<file path="src/rtl/step_motor_ctrl.sv">
// Wishbone-mapped stepper pulse generator: programmable period/pulse/steps,
// signed position tracking, limit-switch abort and DONE interrupt.
module step_motor_ctrl #(
  parameter int PER_W = 16,
  parameter int CNT_W = 16,
  parameter int POS_W = 32
) (
  input  logic        clk,
  input  logic        rst_n,
  input  logic        wbs_cyc_i,
  input  logic        wbs_stb_i,
  input  logic        wbs_we_i,
  input  logic [3:0]  wbs_sel_i,
  input  logic [2:0]  wbs_adr_i,
  input  logic [31:0] wbs_dat_i,
  output logic [31:0] wbs_dat_o,
  output logic        wbs_ack_o,
  input  logic        limit_n,
  output logic        motor_step,
  output logic        motor_dir,
  output logic        motor_en_n,
  output logic        irq
);

  localparam logic [2:0] A_CTRL   = 3'd0;
  localparam logic [2:0] A_PERIOD = 3'd1;
  localparam logic [2:0] A_PULSE  = 3'd2;
  localparam logic [2:0] A_STEPS  = 3'd3;
  localparam logic [2:0] A_STATUS = 3'd4;
  localparam logic [2:0] A_POS    = 3'd5;

  typedef enum logic [1:0] {S_IDLE, S_HIGH, S_LOW} state_t;

  state_t             state_reg, state_next;
  logic [PER_W-1:0]   cnt_reg, cnt_next;
  logic               abort_pend_reg, abort_pend_next;
  logic               step_reg;
  logic [CNT_W-1:0]   rem_reg;
  logic               cont_reg;
  logic               run_dir_reg;
  logic [POS_W-1:0]   pos_reg;

  logic               en_reg, dir_reg, irq_en_reg;
  logic [PER_W-1:0]   period_reg, pulse_reg;
  logic [CNT_W-1:0]   steps_reg;
  logic               done_reg, aborted_reg;
  logic               start_pend_reg, stop_pend_reg;
  logic               lim_meta_reg, lim_sync_reg;
  logic               ack_reg;
  logic [31:0]        dat_reg;

  logic               enter_high, move_start, end_move, end_abort, start_reject;
  logic               abort_req, limit, busy;
  logic [PER_W-1:0]   per_eff, pul_eff;

  // Byte-lane write mask
  logic [31:0] wmask;
  genvar gi;
  generate
    for (gi = 0; gi < 4; gi++) begin : g_mask
      assign wmask[gi*8 +: 8] = {8{wbs_sel_i[gi]}};
    end
  endgenerate

  function automatic logic [31:0] merge(input logic [31:0] old_val,
                                        input logic [31:0] new_val,
                                        input logic [31:0] mask);
    merge = (old_val & ~mask) | (new_val & mask);
  endfunction

  logic wb_req, wb_wr, wb_rd;
  assign wb_req = wbs_cyc_i & wbs_stb_i & ~ack_reg;
  assign wb_wr  = wb_req & wbs_we_i;
  assign wb_rd  = wb_req & ~wbs_we_i;

  logic [31:0] ctrl_m, period_m, pulse_m, steps_m, pos_m;
  assign ctrl_m   = merge({27'd0, irq_en_reg, 2'b00, dir_reg, en_reg}, wbs_dat_i, wmask);
  assign period_m = merge(32'(period_reg), wbs_dat_i, wmask);
  assign pulse_m  = merge(32'(pulse_reg), wbs_dat_i, wmask);
  assign steps_m  = merge(32'(steps_reg), wbs_dat_i, wmask);
  assign pos_m    = merge(32'(pos_reg), wbs_dat_i, wmask);

  logic wr_ctrl, start_wr, stop_wr, st_wr;
  assign wr_ctrl  = wb_wr && (wbs_adr_i == A_CTRL);
  assign start_wr = wr_ctrl & wbs_sel_i[0] & wbs_dat_i[2] & ~wbs_dat_i[3];
  assign stop_wr  = wr_ctrl & wbs_sel_i[0] & wbs_dat_i[3];
  assign st_wr    = wb_wr && (wbs_adr_i == A_STATUS) && wbs_sel_i[0];

  assign limit = ~lim_sync_reg;
  assign busy  = (state_reg != S_IDLE);

  // Position is signed; sign-extend it onto the 32-bit bus
  logic signed [POS_W-1:0] pos_s;
  logic [15:0]             rem16;
  assign pos_s = pos_reg;
  assign rem16 = 16'(rem_reg);

  logic [31:0] rdata;
  always_comb begin
    rdata = '0;
    case (wbs_adr_i)
      A_CTRL:   rdata = {27'd0, irq_en_reg, 2'b00, dir_reg, en_reg};
      A_PERIOD: rdata = 32'(period_reg);
      A_PULSE:  rdata = 32'(pulse_reg);
      A_STEPS:  rdata = 32'(steps_reg);
      A_STATUS: rdata = {rem16, 12'd0, aborted_reg, limit, done_reg, busy};
      A_POS:    rdata = 32'(pos_s);
      default:  rdata = '0;
    endcase
  end

  // Clamp the programmed timing into a legal period / high-time pair
  always_comb begin
    per_eff = (period_reg < PER_W'(2)) ? PER_W'(2) : period_reg;
    if (pulse_reg == '0)
      pul_eff = PER_W'(1);
    else if (pulse_reg >= per_eff)
      pul_eff = per_eff - PER_W'(1);
    else
      pul_eff = pulse_reg;
  end

  assign abort_req = stop_pend_reg | ~en_reg | limit;

  always_comb begin
    state_next      = state_reg;
    cnt_next        = cnt_reg;
    abort_pend_next = abort_pend_reg;
    enter_high      = 1'b0;
    move_start      = 1'b0;
    end_move        = 1'b0;
    end_abort       = 1'b0;
    start_reject    = 1'b0;
    case (state_reg)
      S_IDLE: begin
        abort_pend_next = 1'b0;
        if (start_pend_reg) begin
          if (en_reg && !limit) begin
            state_next = S_HIGH;
            cnt_next   = pul_eff - PER_W'(1);
            move_start = 1'b1;
            enter_high = 1'b1;
          end else begin
            start_reject = 1'b1;
          end
        end
      end
      S_HIGH: begin
        // A high phase always runs to completion; remember any abort for its end
        if (abort_req)
          abort_pend_next = 1'b1;
        if (cnt_reg == '0) begin
          if (abort_req || abort_pend_reg) begin
            state_next = S_IDLE;
            end_abort  = 1'b1;
          end else begin
            state_next = S_LOW;
            cnt_next   = per_eff - pul_eff - PER_W'(1);
          end
        end else begin
          cnt_next = cnt_reg - PER_W'(1);
        end
      end
      S_LOW: begin
        if (abort_req) begin
          state_next = S_IDLE;
          end_abort  = 1'b1;
        end else if (cnt_reg == '0) begin
          if (!cont_reg && rem_reg == '0) begin
            state_next = S_IDLE;
            end_move   = 1'b1;
          end else begin
            state_next = S_HIGH;
            cnt_next   = pul_eff - PER_W'(1);
            enter_high = 1'b1;
          end
        end else begin
          cnt_next = cnt_reg - PER_W'(1);
        end
      end
      default: state_next = S_IDLE;
    endcase
  end

  always_ff @(posedge clk or negedge rst_n) begin
    if (!rst_n) begin
      state_reg      <= S_IDLE;
      cnt_reg        <= '0;
      abort_pend_reg <= 1'b0;
      step_reg       <= 1'b0;
      rem_reg        <= '0;
      cont_reg       <= 1'b0;
      run_dir_reg    <= 1'b0;
      pos_reg        <= '0;
    end else begin
      state_reg      <= state_next;
      cnt_reg        <= cnt_next;
      abort_pend_reg <= abort_pend_next;
      step_reg       <= (state_next == S_HIGH);
      if (move_start) begin
        cont_reg    <= (steps_reg == '0);
        run_dir_reg <= dir_reg;
        rem_reg     <= (steps_reg == '0) ? '0 : steps_reg - CNT_W'(1);
      end else if (enter_high && !cont_reg && rem_reg != '0) begin
        rem_reg <= rem_reg - CNT_W'(1);
      end
      if (enter_high) begin
        if (move_start ? dir_reg : run_dir_reg)
          pos_reg <= pos_reg + POS_W'(1);
        else
          pos_reg <= pos_reg - POS_W'(1);
      end else if (wb_wr && wbs_adr_i == A_POS && !busy) begin
        pos_reg <= pos_m[POS_W-1:0];
      end
    end
  end

  always_ff @(posedge clk or negedge rst_n) begin
    if (!rst_n) begin
      ack_reg        <= 1'b0;
      dat_reg        <= '0;
      en_reg         <= 1'b0;
      dir_reg        <= 1'b0;
      irq_en_reg     <= 1'b0;
      period_reg     <= '0;
      pulse_reg      <= '0;
      steps_reg      <= '0;
      done_reg       <= 1'b0;
      aborted_reg    <= 1'b0;
      start_pend_reg <= 1'b0;
      stop_pend_reg  <= 1'b0;
      // Synchroniser resets to "switch released" so no phantom limit follows reset
      lim_meta_reg   <= 1'b1;
      lim_sync_reg   <= 1'b1;
    end else begin
      ack_reg        <= wb_req;
      dat_reg        <= wb_rd ? rdata : '0;
      start_pend_reg <= start_wr;
      stop_pend_reg  <= stop_wr;
      lim_meta_reg   <= limit_n;
      lim_sync_reg   <= lim_meta_reg;
      if (wr_ctrl) begin
        en_reg     <= ctrl_m[0];
        dir_reg    <= ctrl_m[1];
        irq_en_reg <= ctrl_m[4];
      end
      if (wb_wr && wbs_adr_i == A_PERIOD) period_reg <= period_m[PER_W-1:0];
      if (wb_wr && wbs_adr_i == A_PULSE)  pulse_reg  <= pulse_m[PER_W-1:0];
      if (wb_wr && wbs_adr_i == A_STEPS)  steps_reg  <= steps_m[CNT_W-1:0];
      // Set has priority over a simultaneous write-one-to-clear
      if (st_wr && wbs_dat_i[1]) done_reg <= 1'b0;
      if (end_move || end_abort) done_reg <= 1'b1;
      if (st_wr && wbs_dat_i[3]) aborted_reg <= 1'b0;
      if (end_abort || start_reject) aborted_reg <= 1'b1;
    end
  end

  assign wbs_ack_o  = ack_reg;
  assign wbs_dat_o  = dat_reg;
  assign motor_step = step_reg;
  assign motor_dir  = run_dir_reg;
  assign motor_en_n = ~en_reg;
  assign irq        = irq_en_reg & done_reg;

endmodule

</file>
<file path="config.mk">
export PLATFORM = sky130hd
export DESIGN_NAME = step_motor_ctrl
export DESIGN_NICKNAME = d
export VERILOG_FILES = /design/src/rtl/step_motor_ctrl.sv
export SDC_FILE = /design/constraint.sdc
export NUM_CORES = 1
export LEC_CHECK = 0
export ABC_AREA = 1
export CORE_UTILIZATION = 35
export CTS_CLUSTER_DIAMETER = 60
export CTS_CLUSTER_SIZE = 30
export DETAILED_ROUTE_END_ITERATION = 8
export HOLD_SLACK_MARGIN = 0.12
export PLACE_DENSITY_LB_ADDON = 0.1
export SLEW_MARGIN = 25
export SYNTH_ARGS = -nofsm -noshare
export SYNTH_HDL_FRONTEND = slang
export SYNTH_SLANG_ARGS = --single-unit
</file>
<file path="constraint.sdc">
create_clock -name clk -period 12.55 [get_ports clk]
set_clock_uncertainty 0.15 [all_clocks]
set_input_delay 2.51 -clock clk [delete_from_list [all_inputs] [get_ports clk]]
set_output_delay 2.51 -clock clk [all_outputs]
set_load 0.005 [all_outputs]
</file>
==> PnR_summary.wiki, run 1 <==
{| class="wikitable"
! Metric !! Value
|-
| Number of cells after detailed placement || 2,234
|-
| Final TNS setup || 0 ns
|-
| Final Non-Filler Cells || 2,264
|-
| Slew Limit Fails || 0
|-
| Seq/Total Area, Yosys || 32.2%
|-
| Count of unique library cells instantiated by Yosys || 60
|-
| Number of global-route vias before repair || 11,400
|-
| Fmax || 190 MHz
|-
| Share of power burned in the clock network || 21.5%
|-
| Area of the die || 0.0363 mm^2
|-
| Maximum single-stage delay on the critical path || 0.47 ns
|-
| Sequential cell area || 0.00401 mm^2
|-
| Cell Rows || 68
|-
| Vert. Die Dim || 190 um
|-
| Pin count of the biggest net entering global routing || 95
|-
| Overall fraction of global-route tracks in use || 23.5%
|-
| Average size of a mapped cell || 7.11 um^2
|-
| Routed wirelength normalized by instance count || 18.2 um
|-
| Unrepaired setup endpoints after global routing || no
|-
| Final antenna diode count || 0
|-
| Most common cell in the synthesized netlist || sky130_fd_sc_hd__nand2_1
|-
| Final nets || 1,918
|-
| Least-Margin Pin Slew || 0.950 ns
|-
| Number of setup violations in the final report || 0
|-
| Arrival time at the worst endpoint || 5.45 ns
|-
| Critical setup path kind || reg2reg
|-
| CP bufs+invs || 4
|-
| Placed inst area || 0.0136 mm^2
|-
| CTS Buffer Depth || 2
|-
| Max-capacitance violation count || 0
|-
| Async set-or-reset flop fraction in the synthesized netlist || 100%
|-
| Post-synthesis cell type with the largest combined area || sky130_fd_sc_hd__dfrtp_1
|-
| Pwr Density || 174 mW/mm^2
|-
| Number of cells produced by synthesis || 1,748
|-
| Clock root buffer master || sky130_fd_sc_hd__clkbuf_16
|-
| Relative max-transition margin || 36.5%
|-
| Post-CTS Hold Buffers || 0
|-
| Area of the multi-input gates || 0.00731 mm^2
|-
| CTS tree || yes
|-
| Filler instances || 3,734
|-
| Hold crit path type || reg2reg
|-
| Run status || finished clean
|-
| Cell with the biggest individual delay on the critical path || sky130_fd_sc_hd__dfrtp_1
|-
| Fraction of synthesized cell area taken by the top area cell type || 31.8%
|-
| Post-synthesis register bit count || 160
|-
| Clock edge transition at the registers on the reported setup and hold paths || 0.07 ns
|-
| Layout overhead on the synthesized area || 14.0%
|-
| Pleak || 6.66 nW
|-
| Internal power summed over all cells || 1.31 mW
|-
| Fraction of layout cells with a size suffix above 1 || 7.79%
|-
| Starting density of the core || 35.8%
|-
| Period minus WS final || 5.27 ns
|-
| Post-layout instance area || 0.0142 mm^2
|-
| Post-CTS Repair Setup Buffers || 0
|-
| Number of iterations in the first detailed-routing pass || 5
|-
| Post-cts resize count || 0
|-
| Final-layout worst hold slack || 0.215 ns
|-
| DRC violation total after the first TritonRoute iteration || 845
|-
| Ys flop type || sky130_fd_sc_hd__dfrtp_1
|-
| Worst skew pair latency || 0.45 ns
|-
| Antenna Nets Post-Route || 0
|-
| Total number of clock tree sinks || 160
|-
| Initial antenna violation count || 0
|-
| Crit-path max FO || 18
|-
| Die width || 190 um
|-
| Routed wire length || 41,200 um
|-
| Wire length of the first global-routing pass || 65,700 um
|-
| Critical path data required time || 12.73 ns
|-
| Post-synth EDFFs || 0
|-
| Quantity of I/O buffers inserted on ports || 81
|-
| Cell family with most CP delay || simple AND/OR/NAND/NOR gates
|-
| Warning count from the yosys run || 0
|-
| Core ar. || 0.0347 mm^2
|-
| Net count after synthesis || 1,868
|-
| Routed vias || 12,000
|-
| CTS H-tree depth || 4
|-
| Worst supply voltage drop on vdd || 104 uV
|-
| Residual DRC count || 0
|-
| Overall power consumption || 2.46 mW
|-
| Sequential fraction of design power || 25.6%
|-
| Setup crit end kind || flip-flop
|-
| Cell types with the highest counts after synthesis || 385 x sky130_fd_sc_hd__nand2_1, 200 x sky130_fd_sc_hd__inv_1, 159 x sky130_fd_sc_hd__nor2_1, 158 x sky130_fd_sc_hd__dfrtp_1, 151 x sky130_fd_sc_hd__o21ai_0
|-
| Ranking of synthesized cells by area || sky130_fd_sc_hd__dfrtp_1 32%, sky130_fd_sc_hd__nand2_1 12%, sky130_fd_sc_hd__ha_1 7.4%
|-
| Routability cong. || 0.881
|-
| Post-Synthesis Cell Area || 0.0124 mm^2
|-
| Overflow left after global routing || 0
|-
| Ports || 82
|-
| Proportion of power drawn by combinational gates || 52.9%
|-
| Sw power || 1.16 mW
|-
| Final Hold Violating Endpoints || 0
|-
| Part of the cycle the worst path needs || 42.0%
|-
| Drt via density || 5.28
|-
| Total CTS buffers || 17
|-
| Startpoint type of the worst setup path || flip-flop
|-
| Post-DP HPWL || 32,100 um
|-
| Most common cell type on the critical path || sky130_fd_sc_hd__nand2_1
|-
| Switching Fraction || 47.0%
|}
==> worst register-to-register path: cells and delay by family (launching register included) <==
family                     cells  cell delay [ns]
and+or+nand+nor               19             2.04
AOI/OAI and AO/OA              5             1.15
adders and majority gates      3             0.92
DFF                            1             0.47
buffers and inverters          4             0.27
xor gates and xnor gates       1             0.16
==> metal layers <==
metal / wire [um] / track usage (%)
met2: 18300 / 36.2
met1: 20200 / 34.2
met4: 670 / 6.55
met3: 2050 / 2.96
met5: 0 / 0
==> worst paths after layout <==
path | from | endpoint | slack [ns] | cells past startpoint
hold / removal | lim_meta_reg | lim_sync_reg | 0.21 | 0
setup / recovery | flip-flop | cnt_reg[12] | 7.28 | 32
max in group asynchronous | rst_n | asynchronous set/reset pin | 8.76 | 2
setup reg to reg | flip-flop | cnt_reg[12] | 7.28 | 32
hold reg to reg | lim_meta_reg | lim_sync_reg | 0.21 | 0
min in group asynchronous | rst_n | rem16[4] | 2.03 | 1
==> power by group through the flow <==
stage / clock network (mW) / logic [mW] / registers [mW]
after floorplan: 0 / 0.997 / 0.609
final: 0.529 / 1.30 / 0.631
after global routing: 0.559 / 1.47 / 0.637
after global placement: 0 / 1.29 / 0.639
after CTS: 0.540 / 1.30 / 0.630
after detailed placement: 0 / 1.29 / 0.640
==> final cells by class <==
type | instances | share of cell area, %
clock buffers | 20 | 3.15
flip-flops and latches | 160 | 28.3
multi-input cells | 1307 | 51.6
well taps | 455 | 4.02
clock inverters | 10 | 0.901
inverters | 226 | 6.00
repair buffers | 86 | 6.00
==> per-stage QoR <==
stage	util (%)	setup WS, ns
final	40.8	7.28
after global routing	40.8	6.67
after CTS	40.8	7.27
after detailed placement	39.1	6.97
after global placement	39.1	7.02
after floorplan	-	7.03
==> kinds of logic after synthesis <==
logic type               share of synthesized area [%]
AND/OR/NAND/NOR                                   28.4
adder cells (fa/ha/maj)                           7.67
XOR/XNOR                                          4.23
flip-flops                                        32.2
multiplexers                                    0.0906
AO/OA/AOI/OAI                                     18.3
buffers and inverters                             9.00
==> cells in the final DEF (no fill, tap or decap), types with 8 or more instances in the layout <==
cell,n
sky130_fd_sc_hd__o21ai_0,150
sky130_fd_sc_hd__clkbuf_16,17
sky130_fd_sc_hd__clkdlybuf4s50_1,80
sky130_fd_sc_hd__nand3_2,11
sky130_fd_sc_hd__o211ai_1,8
sky130_fd_sc_hd__xnor2_1,25
sky130_fd_sc_hd__or2_2,10
sky130_fd_sc_hd__nand4_1,33
sky130_fd_sc_hd__inv_2,22
sky130_fd_sc_hd__inv_1,200
sky130_fd_sc_hd__o21ai_1,17
sky130_fd_sc_hd__nor2_4,8
sky130_fd_sc_hd__nor2_2,11
sky130_fd_sc_hd__a31oi_1,21
sky130_fd_sc_hd__xor2_1,35
sky130_fd_sc_hd__nand2_1,385
sky130_fd_sc_hd__nand2_2,14
sky130_fd_sc_hd__a221oi_1,18
sky130_fd_sc_hd__dfrtp_1,158
sky130_fd_sc_hd__ha_1,73
sky130_fd_sc_hd__a21oi_1,123
sky130_fd_sc_hd__nor3_1,26
sky130_fd_sc_hd__nor2_1,158
sky130_fd_sc_hd__nand3_1,84
sky130_fd_sc_hd__o22ai_1,23
Note: power is estimated with default switching activity, not from simulation.
==> inputs of run 2 (changes only) <==
==> constraint.sdc (replaced) <==
create_clock -name clk -period 4.4 [get_ports clk]
set_clock_uncertainty 0.15 [all_clocks]
set_input_delay 0.88 -clock clk [delete_from_list [all_inputs] [get_ports clk]]
set_output_delay 0.88 -clock clk [all_outputs]
set_load 0.005 [all_outputs]
==> run 2 against run 1 <==
  * Core utilization up 1.7 points
  * Register-to-register slack worse by 7.1 ns
  * Non-clock buffer count up 66
  * Total power rose to 3.0 times the previous value
  * Sequential cell count unchanged
  * Via count up 1.1%
  * Global-route usage up 0.57 points
  * Critical path depth down 3
  * Combinational power rose to 3.2 times the previous value
  * Critical path type unchanged
  * Fmax up 26%
  * Die area unchanged
==> PnR_summary.wiki, run 2 (synthesis gave the netlist of run 1 again) <==
{| class="wikitable"
! Metric !! Value
|-
| DRC violation total after the first TritonRoute iteration || 792 (-6.3%)
|-
| Total CTS buffers || 17 (unchanged)
|-
| Cell Rows || 68 (unchanged)
|-
| Final Hold Violating Endpoints || 0 (unchanged)
|-
| Die width || 190 um (unchanged)
|-
| Overall fraction of global-route tracks in use || 24.1% (+0.57 points)
|-
| Run status || finished clean
|-
| Critical setup path kind || reg2reg
|-
| CTS tree || yes
|-
| Antenna Nets Post-Route || 0 (unchanged)
|-
| Number of global-route vias before repair || 11,900 (+4.2%)
|-
| Ports || 82 (unchanged)
|-
| Hold crit path type || reg2reg
|-
| Most common cell type on the critical path || sky130_fd_sc_hd__nand2_1
|-
| Busiest layer in global routing || met2
|-
| Worst skew pair latency || 0.46 ns (about the same)
|-
| Routed wirelength normalized by instance count || 18.1 um (-0.63%)
|-
| Post-layout instance area || 0.0148 mm^2 (+4.3%)
|-
| Placed inst area || 0.0141 mm^2 (+3.8%)
|-
| Startpoint type of the worst setup path || flip-flop
|-
| Residual DRC count || 0 (unchanged)
|-
| Final antenna diode count || 0 (unchanged)
|-
| Number of iterations in the first detailed-routing pass || 5 (unchanged)
|-
| Filler instances || 3,713 (-0.56%)
|-
| Routed wire length || 42,200 um (+2.4%)
|-
| Period minus WS final || 4.17 ns (-1.10 ns)
|-
| Sequential cell area || 0.00401 mm^2 (unchanged)
|-
| GR Layer Usage met2 || 37.7% (+1.4 points)
|-
| Max-capacitance violation count || 0 (unchanged)
|-
| Initial antenna violation count || 0 (unchanged)
|-
| Clock root buffer master || sky130_fd_sc_hd__clkbuf_16
|-
| CTS Buffer Depth || 2 (unchanged)
|-
| Critical path data required time || 4.60 ns (-8.13 ns)
|-
| Relative max-transition margin || 35.0% (-1.5 points)
|-
| Pleak || 7.03 nW (+5.4%)
|-
| Number of setup violations in the final report || 0 (unchanged)
|-
| Routability cong. || 0.920 (+4.3%)
|-
| Setup crit end kind || flip-flop
|-
| Unrepaired setup endpoints after global routing || no
|-
| Post-CTS Hold Buffers || 0 (unchanged)
|-
| Clock edge transition at the registers on the reported setup and hold paths || 0.08 ns (about the same)
|-
| Arrival time at the worst endpoint || 4.37 ns (-1.08 ns)
|-
| Drt via density || 5.18 (-1.9%)
|-
| Area of the die || 0.0363 mm^2 (unchanged)
|-
| Part of the cycle the worst path needs || 94.8% (+53 points)
|-
| Final TNS setup || 0 ns (unchanged)
|-
| Slew Limit Fails || 0 (unchanged)
|-
| Layout overhead on the synthesized area || 18.8%
|-
| Overflow left after global routing || 0 (unchanged)
|-
| Most frequent standard cell in the layout excluding fill and tap cells || sky130_fd_sc_hd__nand2_1
|-
| Highest-count cells in the layout ignoring fill and taps || 383 x sky130_fd_sc_hd__nand2_1, 200 x sky130_fd_sc_hd__inv_1, 158 x sky130_fd_sc_hd__dfrtp_1
|-
| Final nets || 1,984 (+3.4%)
|-
| Total number of clock tree sinks || 160 (unchanged)
|-
| Core ar. || 0.0347 mm^2 (unchanged)
|-
| Starting density of the core || 35.8% (unchanged)
|-
| Global routing usage on met3 || 3.64% (+0.68 points)
|-
| Pin count of the biggest net entering global routing || 69 (-27%)
|-
| Fraction of layout cells with a size suffix above 1 || 12.0% (+4.2 points)
|-
| Post-DP HPWL || 33,300 um (+3.6%)
|-
| CTS H-tree depth || 4 (unchanged)
|-
| Pwr Density || 504 mW/mm^2 (+190%)
|-
| Crit-path max FO || 3 (-15)
|-
| Least-Margin Pin Slew || 0.973 ns (+0.0232 ns)
|-
| Routed vias || 12,100 (+1.1%)
|-
| Worst supply voltage drop on vdd || 361 uV (+250%)
|-
| Area of the multi-input gates || 0.00739 mm^2 (+1.1%)
|-
| Quantity of I/O buffers inserted on ports || 81 (unchanged)
|-
| Maximum single-stage delay on the critical path || 0.41 ns (-0.06 ns)
|-
| Wire length of the first global-routing pass || 67,100 um (+2.2%)
|-
| Final-layout worst hold slack || 0.208 ns (-0.00650 ns)
|-
| Cell with the biggest individual delay on the critical path || sky130_fd_sc_hd__fa_1
|-
| Fmax || 240 MHz (+26%)
|-
| Vert. Die Dim || 190 um (unchanged)
|-
| GR Util met1 || 34.2% (-0.042 points)
|}
run 2: path summary, 6_finish.rpt:
kind | startpoint | slack, ns | end | depth (start not counted)
setup / recovery | flip-flop | 0.23 | cnt_reg[8] | 29
hold / removal | lim_meta_reg | 0.21 | lim_sync_reg | 0
setup reg to reg | flip-flop | 0.23 | cnt_reg[8] | 29
hold reg to reg | lim_meta_reg | 0.21 | lim_sync_reg | 0
max in group asynchronous | rst_n | 2.92 | lim_sync_reg | 2
min in group asynchronous | rst_n | 0.22 | wbs_dat_o[18] | 1
run 2: critical path: cells and delay by family (launching register included):
kind / cells / cell delay [ns]
fa+ha+maj: 3 / 0.84
simple gates: 18 / 1.46
buf+inv: 3 / 0.23
compound gates: 5 / 0.98
flops: 1 / 0.39
run 2: final cells by class:
cell class / instances / area share [%]
multi-input combinational: 1307 / 50.1
sequential: 160 / 27.1
timing repair buffer: 152 / 9.30
inverter: 226 / 5.75
tap: 455 / 3.85
clock buffer: 18 / 2.97
clock inverter: 14 / 0.932
run 2: stage by stage:
stage	setup slack (ns)	utilization [%]	std cells	power [mW]
after floorplan	0.0646	-	1748	4.58
after global placement	0.0818	40.6	2299	5.84
after detailed placement	0.00188	40.6	2299	5.83
after CTS	0.0519	42.3	2331	7.39
after global routing	0.00470	42.5	2332	8.06
final	0.230	42.5	2332	7.44
run 2: repair_timing:
action | CTS | global route
pin swaps | 0 | 6
setup buffers | 0 | 1
gates resized for setup | 1 | 21
endpoints found under the setup margin | 1 | 8
run 2: power by group:
part	switching, mW	total (mW)	internal [mW]
registers	0.164	1.77	1.60
clock network	0.751	1.52	0.771
logic	2.58	4.15	1.57
total	3.50	7.44	3.94
run 2: metal layers:
metal  up-vias  share of wire, %
met5         -                 0
met2       252                44
met1      5711                50
met4         0               1.9
li1       6080                 -
met3        39               4.1
